[config.mk]
export PLATFORM = sky130hd
export DESIGN_NAME = if_stage_fetch
export DESIGN_NICKNAME = d
export VERILOG_FILES = /design/src/rtl/arm_pkg.sv /design/src/rtl/ifid_reg.sv /design/src/rtl/if_stage_fetch.sv
export SDC_FILE = /design/constraint.sdc
export NUM_CORES = 1
export LEC_CHECK = 0
export ABC_AREA = 1
export CELL_PAD_IN_SITES_DETAIL_PLACEMENT = 1
export CELL_PAD_IN_SITES_GLOBAL_PLACEMENT = 1
export CORE_MARGIN = 2
export CORE_UTILIZATION = 34
export DETAILED_ROUTE_END_ITERATION = 12
export HOLD_SLACK_MARGIN = 0.15
export PLACE_DENSITY_LB_ADDON = 0.15
export SETUP_SLACK_MARGIN = 0.3
export SYNTH_ARGS = -nofsm -noshare
export SYNTH_HDL_FRONTEND = slang
export SYNTH_SLANG_ARGS = --single-unit
[constraint.sdc]
create_clock -name clk -period 1.7 [get_ports clk]
set_input_delay 0.34 -clock clk [delete_from_list [all_inputs] [get_ports clk]]
set_output_delay 0.34 -clock clk [all_outputs]
set_load 0.005 [all_outputs]
[src/rtl/arm_pkg.sv]
// Shared ARM pipeline definitions: word width, reset/halt defaults and the
// IF/ID pipeline register contents.
package arm_pkg;

    localparam int WORD_W = 32;

    localparam logic [WORD_W-1:0] RESET_PC_DEF   = 32'h0000_0000;
    localparam logic [WORD_W-1:0] HALT_INSTR_DEF = 32'hEAFF_FFFF;
    localparam logic [WORD_W-1:0] BUBBLE_INSTR   = 32'h0000_0000;
    localparam logic [WORD_W-1:0] PC_STEP        = 32'd4;

    typedef struct packed {
        logic [WORD_W-1:0] pc;
        logic [WORD_W-1:0] instr;
        logic              valid;
    } ifid_t;

    localparam ifid_t IFID_BUBBLE = '{pc: '0, instr: BUBBLE_INSTR, valid: 1'b0};

endpackage

[src/rtl/ifid_reg.sv]
// IF/ID pipeline register: holds PC+4, instruction and valid; flush inserts a
// bubble and takes priority over the hold enable.
module ifid_reg
    import arm_pkg::*;
(
    input  logic              clk,
    input  logic              rst,
    input  logic              en,
    input  logic              flush,
    input  logic [WORD_W-1:0] pc_in,
    input  logic [WORD_W-1:0] instr_in,
    output logic [WORD_W-1:0] pc,
    output logic [WORD_W-1:0] instr,
    output logic              valid
);

    ifid_t stage;

    always_ff @(posedge clk or negedge rst) begin
        if (!rst) begin
            stage <= IFID_BUBBLE;
        end else if (flush) begin
            stage <= IFID_BUBBLE;
        end else if (en) begin
            stage <= '{pc: pc_in, instr: instr_in, valid: 1'b1};
        end
    end

    assign pc    = stage.pc;
    assign instr = stage.instr;
    assign valid = stage.valid;

endmodule

[src/rtl/if_stage_fetch.sv]
// Fetch stage: program counter, next-PC selection, IF/ID register, fetch
// statistics and sticky halt detection.
module if_stage_fetch
    import arm_pkg::*;
#(
    parameter logic [WORD_W-1:0] RESET_PC   = RESET_PC_DEF,
    parameter logic [WORD_W-1:0] HALT_INSTR = HALT_INSTR_DEF
) (
    input  logic              clk,
    input  logic              rst,
    input  logic              freeze,
    input  logic              branch_taken,
    input  logic [WORD_W-1:0] branch_addr,
    output logic [WORD_W-1:0] imem_addr,
    input  logic [WORD_W-1:0] imem_data,
    output logic [WORD_W-1:0] ifid_pc,
    output logic [WORD_W-1:0] ifid_instr,
    output logic              ifid_valid,
    output logic [WORD_W-1:0] fetch_count,
    output logic              halted
);

    logic [WORD_W-1:0] pc;
    logic [WORD_W-1:0] pc_plus4;
    logic              advance;

    // Branch redirect outranks freeze; only a plain advance counts as a fetch.
    assign pc_plus4  = pc + PC_STEP;
    assign advance   = !branch_taken && !freeze;
    assign imem_addr = pc;

    always_ff @(posedge clk or negedge rst) begin
        if (!rst) begin
            pc <= RESET_PC;
        end else if (branch_taken) begin
            pc <= branch_addr;
        end else if (!freeze) begin
            pc <= pc_plus4;
        end
    end

    always_ff @(posedge clk or negedge rst) begin
        if (!rst) begin
            fetch_count <= '0;
            halted      <= 1'b0;
        end else if (advance) begin
            fetch_count <= fetch_count + 1'b1;
            if (imem_data == HALT_INSTR) begin
                halted <= 1'b1;
            end
        end
    end

    ifid_reg u_ifid_reg (
        .clk      (clk),
        .rst      (rst),
        .en       (!freeze),
        .flush    (branch_taken),
        .pc_in    (pc_plus4),
        .instr_in (imem_data),
        .pc       (ifid_pc),
        .instr    (ifid_instr),
        .valid    (ifid_valid)
    );

endmodule

==> impl_metrics.tcl, run 1 <==
set metrics [dict create \
    internal_power_mw 7.24 \
    status "completed" \
    ys_seq_area_share_pct 51.8 \
    synth_fp_nets 839 \
    layout_common_cells "247 x nand2_1, 124 x buf_4, 112 x dfrtp_1" \
    track_usage_pct 26.0 \
    cp-start-kind "flip-flop" \
    antennaDiodeCount 0 \
    clock_power_share_pct 39.9 \
    drtIter0Drc 443 \
    vdd_drop_max_v 0.00113 \
    routed_wl_um 31100 \
    firstDrtPassIters 4 \
    gp_congestion 0.829 \
    coreArea_um2 18000 \
    yosysUniqueCellTypes 32 \
    cp_cell_sequence "buf_6 > nand2_1 > nor2_2 > nand2_4 > nor2_4 > xor2_1 > nand2_1 > nand2_1" \
    clock_sinks 130 \
    setup-tns-final_ps 0 \
    pre_cts_ws_ps -223 \
    tritoncts "built" \
    syn_area_per_cell_um2 8.16 \
    cts_buffers 17 \
    cp.required_ps 2060 \
    post-route-min-period_ps 1680 \
    tightestPinTransition_ps 473 \
    critPathKind "flip-flop to flip-flop" \
    vias 7279 \
    fin_ws_ps 24.5 \
    final_common_cell "nand2_1" \
    p_leak_nw 5.79 \
    antenna_found_initial 0 \
    power.switching_mw 3.00 \
    rsz0062_at_grt "true" \
    die-area_um2 19600 \
    slew_headroom_pct 68.2 \
    combPwrFrac_pct 25.5 \
    powerDensity_nw_per_um2 894 \
    setup_violations 0 \
    dp.cells 1220 \
    rows 49 \
    finalHoldViolations 0 \
    rrSetupSlack_ps 20 \
    viasPerCell 5.20 \
    cp-end-kind "flip-flop" \
    critPathArrivalTime_ps 2030 \
    crit_slowest_cell "dfrtp_1" \
    ant_nets 0 \
    clk_pin_slew_ps 70 \
    cpMostUsedCell "nand2_1" \
    start_util_pct 34.8 \
    finalClockSkew_ps 14.1 \
    pin_count 198 \
    seqPwrFrac_pct 34.6 \
    yosysWarnings 0 \
    io_buffer_count 197 \
    fin_nets 1227 \
    cts-root-buf "clkbuf_16" \
    worstHoldPathType "input port to async pin" \
    crit_path_max_incr_delay_ps 420 \
    fin_cells 1399 \
    routedWlPerCell_um 22.2 \
    ys_ff_latch 130 \
    dieWidth_um 140 \
    grt_pass1_vias 7447 \
    reg2reg_depth 8 \
    cap_violations 0 \
    drcViolationCount 0 \
    area_growth_pct 82.5 \
    gr-total-overflow 0 \
    netlist_area_um2 6280 \
    clkLatencyLatePin_ps 430 \
    p_sw_share_pct 29.3 \
    grt_max_degree 37 \
    fmax_ghz 0.597 \
    die_h_um 140 \
    reg2reg_to "u_ifid_reg.pc[12]" \
    r2r_start "imem_addr[7]" \
    timing.final.crit_share_pct 98.6 \
    drive_gt1_share_pct 39.6 \
    dp_hpwl_um 15800 \
    drv_slew 0 \
    synth_cells 769 \
    cp_max_fo 5 \
    htreeDepth 4 \
    cts.path.max_buffers 2 \
    grt_pass1_wl_um 40300 \
]
layout make-up:
type	instances	area (um2)
Fill cell	2000	6570
Timing Repair Buffer	389	3560
Multi-Input combinational cell	544	3390
Sequential cell	130	3280
Clock buffer	19	453
Inverter	75	302
Tap cell	229	287
Clock inverter	13	184
worst max-delay path, delay by kind of cell (launching register included):
family                    cells  cell delay, ps
buffers and inverters         1             150
xor gates and xnor gates      1             190
DFF                           1             420
and+or+nand+nor               6             830
through the flow:
step / power (mW) / utilization [%] / area (um2) / hold WS [ps]
finish: 10.2 / 63.6 / 11500 / 406
global route: 10.6 / 63.6 / 11500 / 423
CTS: 9.66 / 59.6 / 10700 / 388
detailed placement: 5.17 / 49.4 / 8900 / 258
global placement: 5.14 / 49.4 / 8900 / 262
floorplan: 4.10 / - / 6280 / 44.4
metal layers:
layer / GRT usage, % / part of all wire (%) / vias to the layer above
met2: 44.5 / 51 / 270
met4: 6.63 / 3.2 / 0
met1: 34.0 / 41 / 3701
met5: 0 / 0 / -
met3: 5.30 / 4.9 / 78
li1: - / - / 3230
flip-flops by register name, summed over array words and instances (netlist names):
signal            flops
imem_addr            32
halted                1
u_ifid_reg.valid      1
u_ifid_reg.instr     32
u_ifid_reg.pc        32
fetch_count          32
how the worst max path moves through the flow:
stage / from / endpoint / cells after the start
after floorplan: imem_addr[2] / imem_addr[14] / 8
after global placement: branch_taken / u_ifid_reg.instr[11] / 5
after detailed placement: branch_taken / u_ifid_reg.instr[26] / 6
after CTS: imem_addr[10] / imem_addr[10] / 2
after global routing: imem_addr[7] / imem_addr[12] / 8
final: imem_addr[7] / u_ifid_reg.pc[12] / 8
repair_timing:
action | CTS | global route
hold buffers | 1 | 0
gates resized for setup | 425 | 187
setup buffers | 100 | 46
endpoints found under the setup margin | 211 | 151
hold endpoints to repair | 60 | 0
pin swaps | 40 | 67
cell usage after synthesis:
cell type,count,share of area [%]
nor2_1,58,3.5
o21ai_1,4,0.32
nand2_1,291,17
clkinv_4,1,0.14
o211ai_1,3,0.36
inv_1,70,4.2
o21ai_0,18,1.4
nor2_4,5,0.90
xnor2_1,13,1.8
o21bai_1,2,0.24
xor2_1,15,2.1
nor3_4,1,0.26
or2_2,1,0.10
nand3_1,57,4.5
nand4_1,18,1.8
clkbuf_1,7,0.42
nand3b_1,4,0.48
nand2_4,2,0.36
nor2_2,9,0.90
and2_1,1,0.10
buf_2,12,0.96
buf_6,1,0.18
inv_2,4,0.24
ha_1,2,0.40
a22o_1,26,3.6
nor2_8,1,0.32
nor3_1,6,0.48
nor3_2,1,0.16
a21oi_1,3,0.24
nand2_2,2,0.20
dfrtp_1,130,52
nor4_1,1,0.10
power groups by stage:
stage / Sequential (mW) / Clock, mW / Combinational (mW)
final: 3.54 / 4.08 / 2.62
after global routing: 3.56 / 4.23 / 2.78
after CTS: 3.51 / 4.04 / 2.11
after detailed placement: 3.65 / 0 / 1.52
after global placement: 3.65 / 0 / 1.49
after floorplan: 3.62 / 0 / 0.479
cell families after synthesis:
family / share of synthesized area (%)
buf+inv: 6.12
simple gates: 31.5
compound gates: 6.22
flops: 51.8
fa+ha+maj: 0.399
xor+xnor: 3.91
Note: power is estimated with default switching activity, not from simulation.
==> inputs of run 2 (changes only) <==
--- a/config.mk
+++ b/config.mk
@@ -9,7 +9,7 @@
 export CELL_PAD_IN_SITES_DETAIL_PLACEMENT = 1
 export CELL_PAD_IN_SITES_GLOBAL_PLACEMENT = 1
 export CORE_MARGIN = 2
-export CORE_UTILIZATION = 34
+export CORE_UTILIZATION = 30
 export DETAILED_ROUTE_END_ITERATION = 12
 export HOLD_SLACK_MARGIN = 0.15
 export PLACE_DENSITY_LB_ADDON = 0.15
==> constraint.sdc (replaced) <==
create_clock -name clk -period 1.4 [get_ports clk]
set_input_delay 0.28 -clock clk [delete_from_list [all_inputs] [get_ports clk]]
set_output_delay 0.28 -clock clk [all_outputs]
set_load 0.005 [all_outputs]
==> run 2 against run 1 <==
Net effect:
- the flow now finishes with violations (negative setup slack)
- via count grew 0.73%
- die area grew 13%
- clock power grew 12%
- hold slack lost 160 ps
- power grew 24%
- clock skew shrank 4.8 ps
- register-to-register slack lost 230 ps
- final area grew 5.4%
- setup slack lost 230 ps
- critical path type unchanged
- largest power group unchanged
- highest routed layer unchanged
==> impl_metrics.tcl, run 2 (same netlist as run 1, synthesis figures left out) <==
set metrics [dict create \
    fin_ws_ps -205 \
    pin_count 198 \
    pre_cts_ws_ps -386 \
    coreArea_um2 20400 \
    crit_path_max_incr_delay_ps 400 \
    dp_hpwl_um 16800 \
    slew_headroom_pct 69.9 \
    status "finished, violations left" \
    htreeDepth 4 \
    routedWlPerCell_um 18.7 \
    drtIter0Drc 252 \
    clk_pin_slew_ps 70 \
    drive_gt1_share_pct 47.7 \
    drcViolationCount 0 \
    powerDensity_nw_per_um2 1050 \
    area_growth_pct 92.4 \
    fin_nets 1316 \
    total_power_mw 12.7 \
    vdd_drop_max_v 0.000861 \
    grt_max_degree 33 \
    internal_power_mw 8.94 \
    dp.cells 1305 \
    firstDrtPassIters 4 \
    worstHoldPathCells 3 \
    rsz0062_at_grt "true" \
    cts-root-buf "clkbuf_16" \
    post-route-min-period_ps 1600 \
    antenna_found_initial 1 \
    clock_power_share_pct 36.1 \
    start_util_pct 30.8 \
    seqPwrFrac_pct 33.6 \
    vias 7332 \
    cp_cell_sequence "buf_6 > ha_4 > inv_6 > nor2_8 > nand2_4 > buf_6 > nor2_4 > buf_6 > xor2_2" \
    cp-start-kind "flip-flop" \
    io_buffer_count 197 \
    fin_cells 1530 \
    violations "negative setup slack" \
    layout_common_cells "249 x nand2_1, 181 x buf_4, 124 x buf_6" \
    p_sw_share_pct 29.6 \
    final_common_cell "nand2_1" \
    ant_nets 0 \
    critPathArrivalTime_ps 1940 \
    finalHoldViolations 0 \
    cpMostUsedCell "buf_6" \
    cp.required_ps 1730 \
    timing.final.crit_share_pct 115 \
    p_leak_nw 6.40 \
    dieWidth_um 149 \
    critPathKind "flip-flop to flip-flop" \
    worstHoldPathType "input port to flip-flop" \
    cts.path.max_buffers 2 \
    reg2reg_depth 9 \
    cts_buffers 17 \
    routed_wl_um 28600 \
    die-area_um2 22100 \
    cap_violations 0 \
    gp_congestion 0.806 \
    rows 52 \
    cp_max_fo 5 \
    combPwrFrac_pct 30.3 \
    drv_slew 0 \
    clock_sinks 130 \
    viasPerCell 4.79 \
    die_h_um 149 \
    gr-total-overflow 0 \
    finalClockSkew_ps 9.28 \
    fillCellCount 2349 \
    clkLatencyLatePin_ps 430 \
    track_usage_pct 24.1 \
    cp-end-kind "flip-flop" \
    grt_pass1_vias 7466 \
    power.switching_mw 3.76 \
    tritoncts "built" \
    setup_violations 83 \
    fmax_ghz 0.623 \
    tightestPinTransition_ps 449 \
    grt_pass1_wl_um 41100 \
    crit_slowest_cell "dfrtp_1" \
]
## run 2: cell types whose count changed in the layout (fill, tap and decap cells not counted), sizes merged, moves of 2 or more
cell           before  now
buf               210  411
bufinv              4    2
clkbuf             58   20
clkdlybuf4s15      73    0
clkinvlp            3    5
dlymetal6s2s        2    0
## run 2: path summary, 6_finish.rpt
kind                                       end         startpoint  slack (ps)
max                            fetch_count[14]     fetch_count[0]        -200
min                           u_ifid_reg.valid       branch_taken         250
max reg2reg                    fetch_count[14]     fetch_count[0]        -200
min reg2reg                  u_ifid_reg.pc[15]  u_ifid_reg.pc[15]         470
max in group asynchronous  u_ifid_reg.instr[7]                rst         580
min in group asynchronous    u_ifid_reg.pc[30]                rst         320
## run 2: critical path, delay by kind of cell, from the launching register on
kind,cells,cell delay (ps)
buffers and inverters,4,440
and+or+nand+nor,3,350
adders and majority gates,1,150
xor gates and xnor gates,1,170
DFF,1,400
## run 2: through the flow
stage / instance area [um2] / util [%] / TNS, ps / hold WS, ps
2_1_floorplan: 6420 / - / 0 / -15.6
3_3_place_gp: 9430 / 46.3 / -23900 / 196
3_5_place_dp: 9430 / 46.3 / -27120 / 200
4_1_cts: 11300 / 55.7 / -4220 / 207
5_1_grt: 12100 / 59.3 / -14940 / 236
6_report: 12100 / 59.3 / -8720 / 250
## run 2: timing repair
item | CTS | global route
gates cloned | 1 | 0
hold endpoints to repair | 130 | 0
hold buffers | 1 | 0
pin swaps | 68 | 62
resized for setup | 710 | 97
setup endpoints to repair | 251 | 223
buffers inserted | 147 | 43
## run 2: cell type report
| type | instances | area, um2 | area share, % |
|---|---|---|---|
| well taps | 270 | 338 | 2.80 |
| clock inverters | 13 | 135 | 1.12 |
| flip-flops and latches | 130 | 3270 | 27.1 |
| repair buffers | 478 | 4210 | 34.9 |
| clock buffers | 19 | 453 | 3.75 |
| inverters | 75 | 299 | 2.48 |
| diodes | 1 | 2.50 | 0.0207 |
| multi-input cells | 544 | 3370 | 27.9 |
## run 2: power by group through the flow
stage	logic, mW	registers, mW	clock network [mW]
2_1_floorplan	0.617	4.40	0
3_3_place_gp	2.14	4.39	0
3_5_place_dp	2.17	4.39	0
4_1_cts	3.17	4.23	4.61
5_1_grt	4.09	4.29	4.78
6_report	3.85	4.27	4.58
## run 2: layer usage
layer	routed length (um)	vias up	global-route usage (%)
met2	14100	201	40.3
met5	0	-	0
met4	636	0	7.05
met3	1430	45	4.57
met1	12400	3669	32.0
li1	-	3417	-
==> inputs of run 3 (changes only) <==
--- a/config.mk
+++ b/config.mk
@@ -5,11 +5,11 @@
 export SDC_FILE = /design/constraint.sdc
 export NUM_CORES = 1
 export LEC_CHECK = 0
-export ABC_AREA = 1
+export ABC_AREA = 0
 export CELL_PAD_IN_SITES_DETAIL_PLACEMENT = 1
 export CELL_PAD_IN_SITES_GLOBAL_PLACEMENT = 1
 export CORE_MARGIN = 2
-export CORE_UTILIZATION = 30
+export CORE_UTILIZATION = 32
 export DETAILED_ROUTE_END_ITERATION = 12
 export HOLD_SLACK_MARGIN = 0.15
 export PLACE_DENSITY_LB_ADDON = 0.15
==> run 3 against run 2 <==
Net effect:
- the run still ends with negative setup slack left
- non-clock buffer count rose by 77
- synthesized cell count decreased by 19%
- setup slack worse by 390 ps
- fmax decreased by 20%
==> impl_metrics.tcl, run 3 <==
set metrics [dict create \
    yosysWarnings 0 \
    htreeDepth 4 \
    start_util_pct 32.5 \
    grt_pass1_vias 7717 \
    dp_hpwl_um 16000 \
    gr-total-overflow 0 \
    wl_met3_um 1950 \
    synth_top_area_cell "dfrtp_1" \
    synth.mux.area_fraction_pct 6.28 \
    gp_congestion 0.811 \
    worstHoldPathType "input port to flip-flop" \
    reg2reg_depth 7 \
    viasPerCell 5.26 \
    synth-simple-area-share_pct 20.5 \
    fin_util_pct 69.9 \
    drcViolationCount 0 \
    status "finished, violations left" \
    syn_area_per_cell_um2 10.1 \
    synth_area_leaders "dfrtp_1 52%, xor2_1 7.1%, mux2i_1 5.7%" \
    tightestPinTransition_ps 415 \
    finalHoldViolations 0 \
    die-area_um2 20800 \
    synth_cells 620 \
    finalClockSkew_ps 13.1 \
    cap_violations 0 \
    rrSetupSlack_ps -600 \
    ys_seq_area_share_pct 51.8 \
    crit_buf_inv 2 \
    cts_buffers 17 \
    ys_ff_latch 130 \
    synth_most_common_cell "dfrtp_1" \
    r2r_start "imem_addr[16]" \
    drv_slew 0 \
    clock_sinks 130 \
    violations "negative setup slack" \
    ant_nets 0 \
    crit_slowest_cell "dfrtp_1" \
    crit_start "imem_addr[16]" \
    synth_xor_area_share_pct 12.3 \
    grt_max_degree 73 \
    synthAdderAreaFrac_pct 0.399 \
    fmax_ghz 0.500 \
    hp-start "imem_data[28]" \
    clk_pin_slew_ps 70 \
    rows 51 \
    async_flop_share_pct 100 \
    cp_max_fo 3 \
    cp.required_ps 1730 \
    tritoncts "built" \
    synthTopCellsByCount "130 x dfrtp_1, 75 x nor2_1, 70 x nand2_1" \
    synth_edf_count 0 \
    area_growth_pct 115 \
    critical_path.top_delay_family "simple AND/OR/NAND/NOR gates" \
    cts-root-buf "clkbuf_16" \
    cp-end-kind "flip-flop" \
    coreArea_um2 19300 \
    cp_cell_sequence "buf_6 > nand4_1 > buf_4 > nor4_4 > nand2_1 > xor2_1 > a211oi_2" \
    firstDrtPassIters 5 \
    dr_wl_met2_um 19500 \
    vias 7563 \
    routed.top_layer "met4" \
    critPathArrivalTime_ps 2330 \
    drive_gt1_share_pct 60.0 \
    grt_pass1_wl_um 43800 \
    antenna_found_initial 2 \
    synth_top_area_share_pct 51.8 \
    finalInstanceArea_um2 13500 \
    cp-start-kind "flip-flop" \
    timing.final.crit_share_pct 143 \
    routedWlPerCell_um 26.2 \
    crit_path_max_incr_delay_ps 420 \
    post-route-min-period_ps 2000 \
    fin_ws_ps -599 \
    setup-tns-final_ps -31830 \
    track_usage_pct 28.0 \
    setup_violations 119 \
    clkLatencyLatePin_ps 450 \
    routed_wl_um 37700 \
    p_leak_nw 6.75 \
    fillCellCount 1959 \
    netlist_area_um2 6280 \
    slew_headroom_pct 72.3 \
    final_common_cell "buf_6" \
    synth_top_family_by_area "simple AND/OR/NAND/NOR gates" \
    rsz0062_at_grt "true" \
    synth_compound_area_share_pct 5.86 \
    io_buffer_count 197 \
    layout_common_cells "210 x buf_6, 186 x buf_4, 123 x dfrtp_1" \
    dieWidth_um 144 \
    dpl_cell_area_um2 9700 \
    critPathKind "flip-flop to flip-flop" \
    yosysUniqueCellTypes 40 \
    fin_nets 1228 \
    powerDensity_nw_per_um2 974 \
    drtIter0Drc 397 \
    synth_fp_nets 690 \
    worst-path-stages 7 \
    cts.path.max_buffers 2 \
    die_h_um 144 \
    pin_count 198 \
    ys.flop_type "dfrtp_1" \
    vdd_drop_max_v 0.000986 \
    wl_met1_um 14000 \
    worstHoldPathCells 3 \
    whs_ps 129 \
]
[run 3: repair_timing]
action	in CTS	in global routing
hold endpoints to repair	130	0
setup endpoints to repair	217	220
pin swaps	101	119
gates resized for setup	755	200
hold buffers	1	0
buffers inserted	142	92
cloned	0	1
[run 3: logic make-up after synthesis]
logic type / count (synthesis)
mux: 39
flops: 130
xor+xnor: 88
compound gates: 63
simple gates: 255
fa+ha+maj: 2
buf+inv: 43
[run 3: worst paths after layout]
| check | endpoint |
|---|---|
| worst max-delay path | u_ifid_reg.pc[27] |
| worst min-delay path | u_ifid_reg.instr[28] |
| worst max register to register | u_ifid_reg.pc[27] |
| worst min register to register | u_ifid_reg.instr[28] |
| max in group asynchronous | fetch_count[8] |
| min in group asynchronous | fetch_count[18] |
[run 3: stage by stage]
step | total power [mW] | cells | setup WS [ps]
2_1_floorplan | 5.12 | 620 | -217
3_3_place_gp | 6.50 | 1168 | -293
3_5_place_dp | 6.59 | 1168 | -374
4_1_cts | 12.0 | 1343 | -249
5_1_grt | 13.5 | 1438 | -598
6_report | 13.2 | 1438 | -599
[run 3: layer usage]
metal  up-vias  global-route usage [%]
met2       349                    51.2
met1      3868                    31.3
met5         -                       0
met3       141                    5.50
met4         0                    13.0
li1       3205                       -
[run 3: report_power, final]
part	internal [mW]	switching (mW)
clock network	2.95	2.02
logic	2.17	1.72
registers	4.05	0.261
[run 3: tightest hold or removal path, stage by stage]
cell            delay, ps
dlymetal6s2s_1        100
mux2i_1                70
nor2_1                 80
[run 3: area by class of cell]
type	instances	area (um2)	area share, %
multi-input combinational	447	4120	30.5
sequential	130	3260	24.1
tap	265	332	2.45
timing repair buffer	555	5140	38.1
clock inverter	12	154	1.14
antenna	2	5.00	0.0370
clock buffer	20	467	3.45
inverter	7	30.0	0.222
